===== src/rtl/jtdsp16_pbus_host.sv =====
// jtdsp16_pbus_host: external-device end of the DSP16 parallel port in active mode.
// The DSP owns the strobes (pods_n / pids_n); this block reacts to their falling
// edges. DSP output words go into an RX FIFO that the host drains. Host words
// go into a TX FIFO whose head is always presented on pbus_out.
//
// Ports:
//   clk, rst              single clock, async active-high reset
//   pbus_in, psel         DSP output data and peripheral select (PDX0/PDX1)
//   pbus_out              TX FIFO head, registered (0 when empty)
//   pods_n, pids_n        DSP output/input data strobes, active low
//   host_addr/din/we/rd   host access: 0 status, 1 RX data, 2 TX data, 3 control
//   host_dout             host read data, combinational on host_addr
//   host_irq, dsp_irq     registered interrupt requests
module jtdsp16_pbus_host #(
  parameter int AW = 2
) (
  input  logic        clk,
  input  logic        rst,
  input  logic [15:0] pbus_in,
  output logic [15:0] pbus_out,
  input  logic        pods_n,
  input  logic        pids_n,
  input  logic        psel,
  input  logic [15:0] host_din,
  output logic [15:0] host_dout,
  input  logic [1:0]  host_addr,
  input  logic        host_we,
  input  logic        host_rd,
  output logic        host_irq,
  output logic        dsp_irq
);

  localparam logic [AW:0]   CNT_ONE = {{AW{1'b0}}, 1'b1};
  localparam logic [AW-1:0] PTR_ONE = {{(AW-1){1'b0}}, 1'b1};

  logic [16:0]   rx_mem_q [0:(1<<AW)-1];
  logic [15:0]   tx_mem_q [0:(1<<AW)-1];

  logic [AW-1:0] rx_wr_q, rx_wr_d, rx_rd_q, rx_rd_d;
  logic [AW-1:0] tx_wr_q, tx_wr_d, tx_rd_q, tx_rd_d;
  logic [AW:0]   rx_cnt_q, rx_cnt_d, tx_cnt_q, tx_cnt_d;
  logic          pods_q, pids_q, arm_q;
  logic [1:0]    ctrl_q, ctrl_d;
  logic          rx_ovf_q, rx_ovf_d, tx_unf_q, tx_unf_d;
  logic          last_psel_q, last_psel_d;
  logic [15:0]   pbus_out_q, pbus_out_d;
  logic          host_irq_q, dsp_irq_q;

  logic          rx_empty, rx_full, tx_empty, tx_full;
  logic          pods_fall, pids_fall;
  logic          rx_push, rx_pop, tx_push, tx_pop, stat_clr;
  logic [16:0]   rx_head;
  logic [15:0]   status;

  // arm_q masks the first cycle after reset so a strobe already low at
  // release is not mistaken for a fall.
  assign pods_fall = arm_q & pods_q & ~pods_n;
  assign pids_fall = arm_q & pids_q & ~pids_n;

  assign rx_empty = (rx_cnt_q == '0);
  assign rx_full  = rx_cnt_q[AW];
  assign tx_empty = (tx_cnt_q == '0);
  assign tx_full  = tx_cnt_q[AW];

  // A pop frees a slot in the same cycle, so a full FIFO still accepts a push
  // when it is popped simultaneously.
  assign rx_pop   = host_rd & (host_addr == 2'd1) & ~rx_empty;
  assign rx_push  = pods_fall & (~rx_full | rx_pop);
  assign tx_pop   = pids_fall & ~tx_empty;
  assign tx_push  = host_we & (host_addr == 2'd2) & (~tx_full | tx_pop);
  assign stat_clr = host_rd & (host_addr == 2'd0);

  assign rx_head = rx_empty ? 17'd0 : rx_mem_q[rx_rd_q];
  assign status  = {8'h00, last_psel_q, rx_head[16], tx_unf_q, rx_ovf_q,
                    tx_full, tx_empty, rx_full, rx_empty};

  always_comb begin
    host_dout = 16'h0000;
    case (host_addr)
      2'd0:    host_dout = status;
      2'd1:    host_dout = rx_head[15:0];
      2'd2:    host_dout = pbus_out_q;
      default: host_dout = {14'd0, ctrl_q};
    endcase
  end

  always_comb begin
    rx_wr_d     = rx_push ? rx_wr_q + PTR_ONE : rx_wr_q;
    rx_rd_d     = rx_pop  ? rx_rd_q + PTR_ONE : rx_rd_q;
    tx_wr_d     = tx_push ? tx_wr_q + PTR_ONE : tx_wr_q;
    tx_rd_d     = tx_pop  ? tx_rd_q + PTR_ONE : tx_rd_q;
    rx_cnt_d    = rx_cnt_q;
    tx_cnt_d    = tx_cnt_q;
    if (rx_push && !rx_pop) rx_cnt_d = rx_cnt_q + CNT_ONE;
    if (!rx_push && rx_pop) rx_cnt_d = rx_cnt_q - CNT_ONE;
    if (tx_push && !tx_pop) tx_cnt_d = tx_cnt_q + CNT_ONE;
    if (!tx_push && tx_pop) tx_cnt_d = tx_cnt_q - CNT_ONE;

    // Set wins over a same-cycle status-read clear.
    rx_ovf_d    = (rx_ovf_q & ~stat_clr) | (pods_fall & rx_full & ~rx_pop);
    tx_unf_d    = (tx_unf_q & ~stat_clr) | (pids_fall & tx_empty);
    last_psel_d = pids_fall ? psel : last_psel_q;
    ctrl_d      = (host_we && host_addr == 2'd3) ? host_din[1:0] : ctrl_q;

    // The DSP samples pbus_out on the same edge its strobe falls, so the next
    // head is precomputed; a word written into the slot that becomes the head
    // this cycle is forwarded because the memory write is not visible yet.
    if (tx_cnt_d == '0)
      pbus_out_d = 16'h0000;
    else if (tx_push && tx_wr_q == tx_rd_d)
      pbus_out_d = host_din;
    else
      pbus_out_d = tx_mem_q[tx_rd_d];
  end

  always_ff @(posedge clk) begin
    if (rx_push) rx_mem_q[rx_wr_q] <= {psel, pbus_in};
    if (tx_push) tx_mem_q[tx_wr_q] <= host_din;
  end

  always_ff @(posedge clk or posedge rst) begin
    if (rst) begin
      rx_wr_q     <= '0;
      rx_rd_q     <= '0;
      tx_wr_q     <= '0;
      tx_rd_q     <= '0;
      rx_cnt_q    <= '0;
      tx_cnt_q    <= '0;
      pods_q      <= 1'b1;
      pids_q      <= 1'b1;
      arm_q       <= 1'b0;
      ctrl_q      <= 2'b00;
      rx_ovf_q    <= 1'b0;
      tx_unf_q    <= 1'b0;
      last_psel_q <= 1'b0;
      pbus_out_q  <= 16'h0000;
      host_irq_q  <= 1'b0;
      dsp_irq_q   <= 1'b0;
    end else begin
      rx_wr_q     <= rx_wr_d;
      rx_rd_q     <= rx_rd_d;
      tx_wr_q     <= tx_wr_d;
      tx_rd_q     <= tx_rd_d;
      rx_cnt_q    <= rx_cnt_d;
      tx_cnt_q    <= tx_cnt_d;
      pods_q      <= pods_n;
      pids_q      <= pids_n;
      arm_q       <= 1'b1;
      ctrl_q      <= ctrl_d;
      rx_ovf_q    <= rx_ovf_d;
      tx_unf_q    <= tx_unf_d;
      last_psel_q <= last_psel_d;
      pbus_out_q  <= pbus_out_d;
      // Interrupts follow the current FIFO state, one cycle behind it.
      host_irq_q  <= ctrl_q[0] & ~rx_empty;
      dsp_irq_q   <= ctrl_q[1] & ~tx_empty;
    end
  end

  assign pbus_out = pbus_out_q;
  assign host_irq = host_irq_q;
  assign dsp_irq  = dsp_irq_q;

endmodule


===== config.mk =====
export PLATFORM = sky130hd
export DESIGN_NAME = jtdsp16_pbus_host
export DESIGN_NICKNAME = d
export VERILOG_FILES = /design/src/rtl/jtdsp16_pbus_host.sv
export SDC_FILE = /design/constraint.sdc
export NUM_CORES = 1
export LEC_CHECK = 0
export ABC_CLOCK_PERIOD_IN_PS = 5200
export CAP_MARGIN = 40
export CORE_UTILIZATION = 62
export CTS_CLUSTER_DIAMETER = 200
export DETAILED_ROUTE_END_ITERATION = 16
export PLACE_DENSITY = 0.89
export SYNTH_ARGS = -nofsm -noshare
export SYNTH_HDL_FRONTEND = slang
export SYNTH_SLANG_ARGS = --single-unit

===== constraint.sdc =====
create_clock -name clk -period 5.2 [get_ports clk]
set_clock_uncertainty 0.15 [all_clocks]
set_input_delay 1.04 -clock clk [delete_from_list [all_inputs] [get_ports clk]]
set_output_delay 1.04 -clock clk [all_outputs]
set_load 0.03 [all_outputs]

==> summary.txt, run 1 <==
Status
  • Status: finished, final reports clean

Timing
  • Tmin final: 4.57 ns
  • Fmax: 219 MHz
  • Max-slew violations: 0
  • Setup TNS Final: 0 ns
  • Least-Margin Pin Slew: 0.954 ns
  • Setup violators final: 0
  • Period utilization: 0.879
  • Worst hold margin: 0.366 ns
  • Rel. slew slack: 0.364
  • RSZ-0062 raised after global routing: no
  • Final hold vios: 0

Die
  • Die height: 114 um
  • Initial core utilization: 0.644
  • Number of I/O pins: 75
  • Die area: 13000 um2
  • Chip width: 114 um
  • Core ar.: 12100 um2
  • Cell Rows: 40

Setup path
  • Critical path type: input pin to output pin
  • Critical path's most frequent cell: clkdlybuf4s50_1
  • Worst path cell trace: clkdlybuf4s50_1 > nor2b_1 > buf_4 > a22o_1 > clkdlybuf4s50_1
  • Worst Setup End Kind: output pin
  • Worst r2r src: pids_q$_DFF_PP1_
  • Cell depth of the worst flop-to-flop path: 5
  • Slowest stage delay, CP: 0.67 ns
  • R2R Path End: pbus_out[1]$_DFF_PP0_
  • Worst R2R Setup Slack: 2.02 ns
  • Crit path launch type: input pin
  • Crit path required time: 4.01 ns
  • Worst Path Max Fanout: 12
  • Slowest CP cell: clkdlybuf4s50_1
  • Critical path arrival: 3.38 ns

Yosys
  • Synth top area share: 0.508
  • Most common cell in the netlist: edfxtp_1
  • Mux share of post-synthesis cell area: 0.0830
  • EDFF count, synth: 132
  • Leading area contributor after synthesis: edfxtp_1
  • Mapped cell area: 7800 um2
  • Post-synthesis sequential area ratio: 0.637
  • Syn avg cell area: 14.8 um2
  • Synth cell count leaders: 132 x edfxtp_1, 38 x dfrtp_1, 37 x nor2_1, 26 x o221ai_1, 25 x nand2_1
  • Syn nets: 582
  • Fraction of registers with async set/reset: 0.233
  • Largest family of logic cells by synthesized area: compound AO/OA/AOI/OAI gates
  • Synth cell types: 62
  • Synth Register Bits: 172
  • XOR/XNOR Fraction of Synth Area: 0.0112
  • Post-Synth Simple-Gate Area: 0.0680
  • Synth area leaders: edfxtp_1 51%, dfrtp_1 12%, mux4_2 4.9%
  • Compound-Gate Fraction of Synth Area: 0.147
  • Post-Syn Instances: 528
  • Primary FF master, synth: edfxtp_1
  • Adder-Cell Fraction of Synth Area: 0.0218
  • Synth warn: 0

Clock network
  • Clock tree from TritonCTS: done
  • H-Tree Depth: 4
  • Total CTS buffers: 17
  • Clock transition at path regs: 0.07 ns
  • Worst-Skew Late Latency: 0.43 ns
  • Resized cells post-CTS: 0
  • Post-CTS Hold Buffers: 0
  • Sink Count: 172
  • Longest Clk Path Bufs: 2
  • Setup bufs post-CTS: 0
  • CTS root buf: clkbuf_16

Worst hold path
  • HP Class: register to register
  • Hold path cells: 1
  • Worst Hold Endpoint: dsp_irq$_DFF_PP0_
  • Worst hold start: ctrl_q[1]$_DFFE_PP0P_

Pwr
  • Overall power: 4.93 mW
  • Sw Share: 0.368
  • Combinational share of power: 0.374
  • Sw Pwr: 1.81 mW
  • Int Power: 3.12 mW
  • Leakage: 3.24 nW
  • Max VDD drop: 0.413 mV
  • Pwr Density: 533 nW/um2
  • Sequential Power Share: 0.384
  • Clk pwr share: 0.242

Drt
  • Starting DRT DRC Count: 796
  • Detail Route Antenna Nets: 0
  • Wirelength per Cell: 22.9 um
  • First-pass iteration count of the detailed router: 7
  • Detailed-route via count: 5178
  • Drt total wl: 17900 um
  • Vias per cell: 6.63
  • Detailed-route DRC error count: 0

GRT
  • Pin count of the biggest net entering global routing: 41
  • Global route overflow: 0
  • First-pass GRT wire length: 28200 um
  • Vias in the first global route: 5169
  • Antenna violations before repair: 0
  • Total track usage: 0.295

Placed design
  • Gpl congestion: 0.838
  • Area post-placement: 8670 um2
  • Hpwl dp: 11400 um
  • IO Port Bufs: 74

Job
  • Max Cap Viol: 0

Finish
  • NumNets Final: 654
  • Final Cell Area: 9250 um2
  • Final Util: 0.764
  • Area Growth Syn to Fin: 18.6%
  • Antenna Cells: 0
  • Fraction of layout cells with a size suffix above 1: 0.179
-- cell usage in the layout (no fill, tap or decap), drive strengths merged, types with 3 or more instances in the layout --
cell type	count
clkdlybuf4s50	74
clkinvlp	4
edfxtp	132
nor4	3
mux2i	5
xnor2	8
mux4	17
nand2b	4
nand3b	3
inv	24
ha	12
o31ai	13
nor3	3
o221ai	27
a211oi	4
a22o	21
o21ai	25
a221oi	16
dfrtp	38
a21oi	10
o22ai	4
nand2	26
nor2b	3
clkbuf	18
buf	15
a22oi	3
mux2	19
nor2	37
o221a	5
clkinv	3
and2	9
nand3	3
-- critical path: cells and delay by family --
kind                   cells  cell delay, ns
buffers and inverters      3            1.51
AND/OR/NAND/NOR            1            0.66
AO/OA/AOI/OAI              1            0.16
-- worst max-delay path by stage --
| stage | startpoint | to | slack (ns) | depth (start not counted) |
|---|---|---|---|---|
| finish | host_addr[0] | host_dout[11] | 0.63 | 5 |
| global route | host_addr[0] | host_dout[11] | 0.46 | 5 |
| CTS | host_addr[0] | host_dout[11] | 0.63 | 5 |
| detailed placement | host_addr[0] | host_dout[11] | 0.64 | 5 |
| global placement | host_addr[0] | host_dout[15] | 0.76 | 5 |
| floorplan | host_addr[1] | host_dout[6] | 1.59 | 4 |
-- layout make-up --
| cell class | count | area [um2] |
|---|---|---|
| Sequential cell | 172 | 4970 |
| Fill cell | 709 | 2860 |
| Multi-Input combinational cell | 303 | 2580 |
| Timing Repair Buffer | 89 | 861 |
| Clock buffer | 18 | 429 |
| Tap cell | 168 | 210 |
| Clock inverter | 14 | 133 |
| Inverter | 17 | 63.8 |
-- registers in the layout (all words and copies together), names as in the netlist --
| signal | cells |
|---|---|
| rx_mem_q | 68 |
| rx_rd_q | 2 |
| ctrl_q | 2 |
| pods_q | 1 |
| dsp_irq | 1 |
| tx_cnt_q | 3 |
| tx_wr_q | 2 |
| rx_wr_q | 2 |
| tx_unf_q | 1 |
| tx_mem_q | 64 |
| rx_cnt_q | 3 |
| tx_rd_q | 2 |
| last_psel_q | 1 |
| host_irq | 1 |
| pbus_out | 16 |
| arm_q | 1 |
| pids_q | 1 |
| rx_ovf_q | 1 |
-- per-layer routing --
metal  share of wire  vias to the layer above  GRT usage
met3           0.082                       56     0.0757
met2            0.50                      301      0.476
met4           0.032                        0      0.119
li1                -                     2229          -
met1            0.39                     2592      0.387
met5               0                        -          0
-- logic make-up (layout without fill, tap and decap cells) --
group | count (synthesis) | count (layout)
flip-flops | 172 | 172
buffers and inverters | 53 | 138
multiplexers | 41 | 41
other | 1 | 1
adder cells (fa/ha/maj) | 13 | 13
AO/OA/AOI/OAI | 136 | 136
XOR/XNOR | 10 | 10
AND/OR/NAND/NOR | 102 | 102
-- power groups by stage --
| stage | Combinational (mW) | Clock, mW | Sequential [mW] |
|---|---|---|---|
| 2_1_floorplan | 1.22 | 0 | 1.91 |
| 5_1_grt | 1.95 | 1.26 | 1.91 |
| 3_3_place_gp | 1.74 | 0 | 1.90 |
| 3_5_place_dp | 1.81 | 0 | 1.91 |
| 4_1_cts | 1.82 | 1.20 | 1.89 |
| 6_report | 1.84 | 1.20 | 1.89 |
-- per-stage QoR --
stage | instances | setup WS [ns]
2_1_floorplan | 528 | 1.59
3_3_place_gp | 748 | 0.760
3_5_place_dp | 748 | 0.642
4_1_cts | 780 | 0.632
5_1_grt | 781 | 0.456
6_report | 781 | 0.629
(Power assumes the default switching activity.)
==> run 2, diff against run 1 <==
--- a/config.mk
+++ b/config.mk
@@ -8,6 +8,7 @@
 export ABC_CLOCK_PERIOD_IN_PS = 5200
 export CAP_MARGIN = 40
 export CORE_UTILIZATION = 62
+export CTS_BUF_LIST = sky130_fd_sc_hd__clkbuf_8 sky130_fd_sc_hd__clkbuf_16
 export CTS_CLUSTER_DIAMETER = 200
 export DETAILED_ROUTE_END_ITERATION = 16
 export PLACE_DENSITY = 0.89
==> summary.txt, run 2 (synthesis results as in run 1) <==
Finish
  • Most flops, register: rx_mem_q
  • Post-route insts no fill: 781
  • Fillers: 709
  • Final Util: 0.764
  • Antenna Cells: 0
  • Commonest non-fill, non-tap cells in the layout: 132 x edfxtp_1, 74 x clkdlybuf4s50_1, 38 x dfrtp_1
  • NumNets Final: 654
  • Area Growth Syn to Fin: 18.6%
  • Max FFs per register: 68
  • Fraction of layout cells with a size suffix above 1: 0.179
  • Commonest non-fill, non-tap cell in the layout: edfxtp_1

Setup path
  • Crit path required time: 4.01 ns
  • Critical path type: input pin to output pin
  • Worst R2R Setup Slack: 2.03 ns
  • Crit path capture: host_dout[11]
  • Worst r2r src: pids_q$_DFF_PP1_
  • Critical path arrival: 3.38 ns
  • Crit path launch: host_addr[0]
  • R2R Path End: pbus_out[1]$_DFF_PP0_
  • Slowest CP cell: clkdlybuf4s50_1
  • Worst Setup End Kind: output pin
  • Crit path launch type: input pin
  • Slowest stage delay, CP: 0.67 ns
  • Worst path cell trace: clkdlybuf4s50_1 > nor2b_1 > buf_4 > a22o_1 > clkdlybuf4s50_1
  • Cell depth of the worst flop-to-flop path: 5
  • Critical path's most frequent cell: clkdlybuf4s50_1
  • Worst Path Max Fanout: 12

Clock network
  • Worst-Skew Late Latency: 0.43 ns
  • Longest Clk Path Bufs: 2
  • H-Tree Depth: 4
  • Clock tree from TritonCTS: done
  • Total CTS buffers: 17
  • Setup bufs post-CTS: 0
  • Sink Count: 172
  • Post-CTS Hold Buffers: 0
  • Resized cells post-CTS: 0
  • Clock transition at path regs: 0.07 ns
  • CTS root buf: clkbuf_16

Pwr
  • Max VDD drop: 0.413 mV
  • Pwr Density: 533 nW/um2
  • Overall power: 4.93 mW
  • Leakage: 3.24 nW

Placed design
  • Gpl congestion: 0.838
  • Placed cells: 748
  • IO Port Bufs: 74
  • Hpwl dp: 11400 um

Timing
  • Worst hold margin: 0.366 ns
  • Final hold vios: 0
  • Tmin final: 4.57 ns
  • Setup TNS Final: 0 ns
  • Setup violators final: 0
  • Rel. slew slack: 0.364
  • Period utilization: 0.878
  • Max-slew violations: 0
  • Fmax: 219 MHz
  • Least-Margin Pin Slew: 0.955 ns
  • RSZ-0062 raised after global routing: no

Drt
  • Wirelength per Cell: 22.9 um
  • Detailed-route DRC error count: 0
  • Detailed-route via count: 5181
  • Detail Route Antenna Nets: 0
  • Vias per cell: 6.63
  • Starting DRT DRC Count: 796
  • First-pass iteration count of the detailed router: 6
  • Drt total wl: 17900 um

Status
  • Status: finished, final reports clean

Die
  • Chip width: 114 um
  • Cell Rows: 40
  • Initial core utilization: 0.644
  • Die height: 114 um
  • Core ar.: 12100 um2
  • Number of I/O pins: 75
  • Die area: 13000 um2

GRT
  • First-pass GRT wire length: 28200 um
  • Total track usage: 0.295
  • Antenna violations before repair: 0
  • Pin count of the biggest net entering global routing: 41
  • Vias in the first global route: 5169
  • Global route overflow: 0

Worst hold path
  • HP Class: register to register

Job
  • Max Cap Viol: 0
==> run 2: cell count changes in the layout (fill, tap and decap cells not counted), sizes merged <==
| cell | delta |
|---|---|
| inv | +1 |
| clkbuf | -1 |
==> run 2: metrics by stage <==
stage	cell area [um2]	setup slack (ns)
floorplan	7800	1.59
global placement	8670	0.760
detailed placement	8670	0.642
CTS	9230	0.632
global route	9250	0.456
finish	9250	0.634
==> run 2: layout make-up <==
type	count	area, um2	area share
clock buffer	17	425	0.0460
clock inverter	15	136	0.0147
inverter	17	63.8	0.00690
multi-input combinational	303	2580	0.279
sequential	172	4970	0.537
tap	168	210	0.0227
timing repair buffer	89	861	0.0931
==> run 2: worst min path at each step <==
stage                                  startpoint                      end  slack, ns  cells after the start
after global placement    last_psel_q$_DFFE_PP0N_  last_psel_q$_DFFE_PP0N_       0.31                      2
after detailed placement  last_psel_q$_DFFE_PP0N_  last_psel_q$_DFFE_PP0N_       0.33                      2
after CTS                 last_psel_q$_DFFE_PP0N_  last_psel_q$_DFFE_PP0N_       0.34                      2
final                       ctrl_q[1]$_DFFE_PP0P_        dsp_irq$_DFF_PP0_       0.37                      1
after floorplan           last_psel_q$_DFFE_PP0N_  last_psel_q$_DFFE_PP0N_       0.29                      2
after global routing        ctrl_q[1]$_DFFE_PP0P_        dsp_irq$_DFF_PP0_       0.39                      1
==> run 2: critical path, delay by kind of cell <==
family	cells	cell delay, ns
and+or+nand+nor	1	0.66
AOI/OAI and AO/OA	1	0.16
buffers and inverters	3	1.51
==> run 2: layer usage <==
metal	GRT usage	part of all wire	vias to the layer above	wire (um)
met1	0.387	0.39	2604	7040
met5	0	0	-	0
met4	0.119	0.030	0	535
met2	0.476	0.50	294	8900
met3	0.0757	0.078	52	1400
li1	-	-	2231	-
==> run 2: where the power goes <==
group	total, mW	switching, mW	internal [mW]	leakage, nW
combinational	1.85	1.02	0.825	1.30
sequential	1.89	0.232	1.66	1.67
clock	1.19	0.564	0.629	0.267
total	4.93	1.82	3.11	3.24
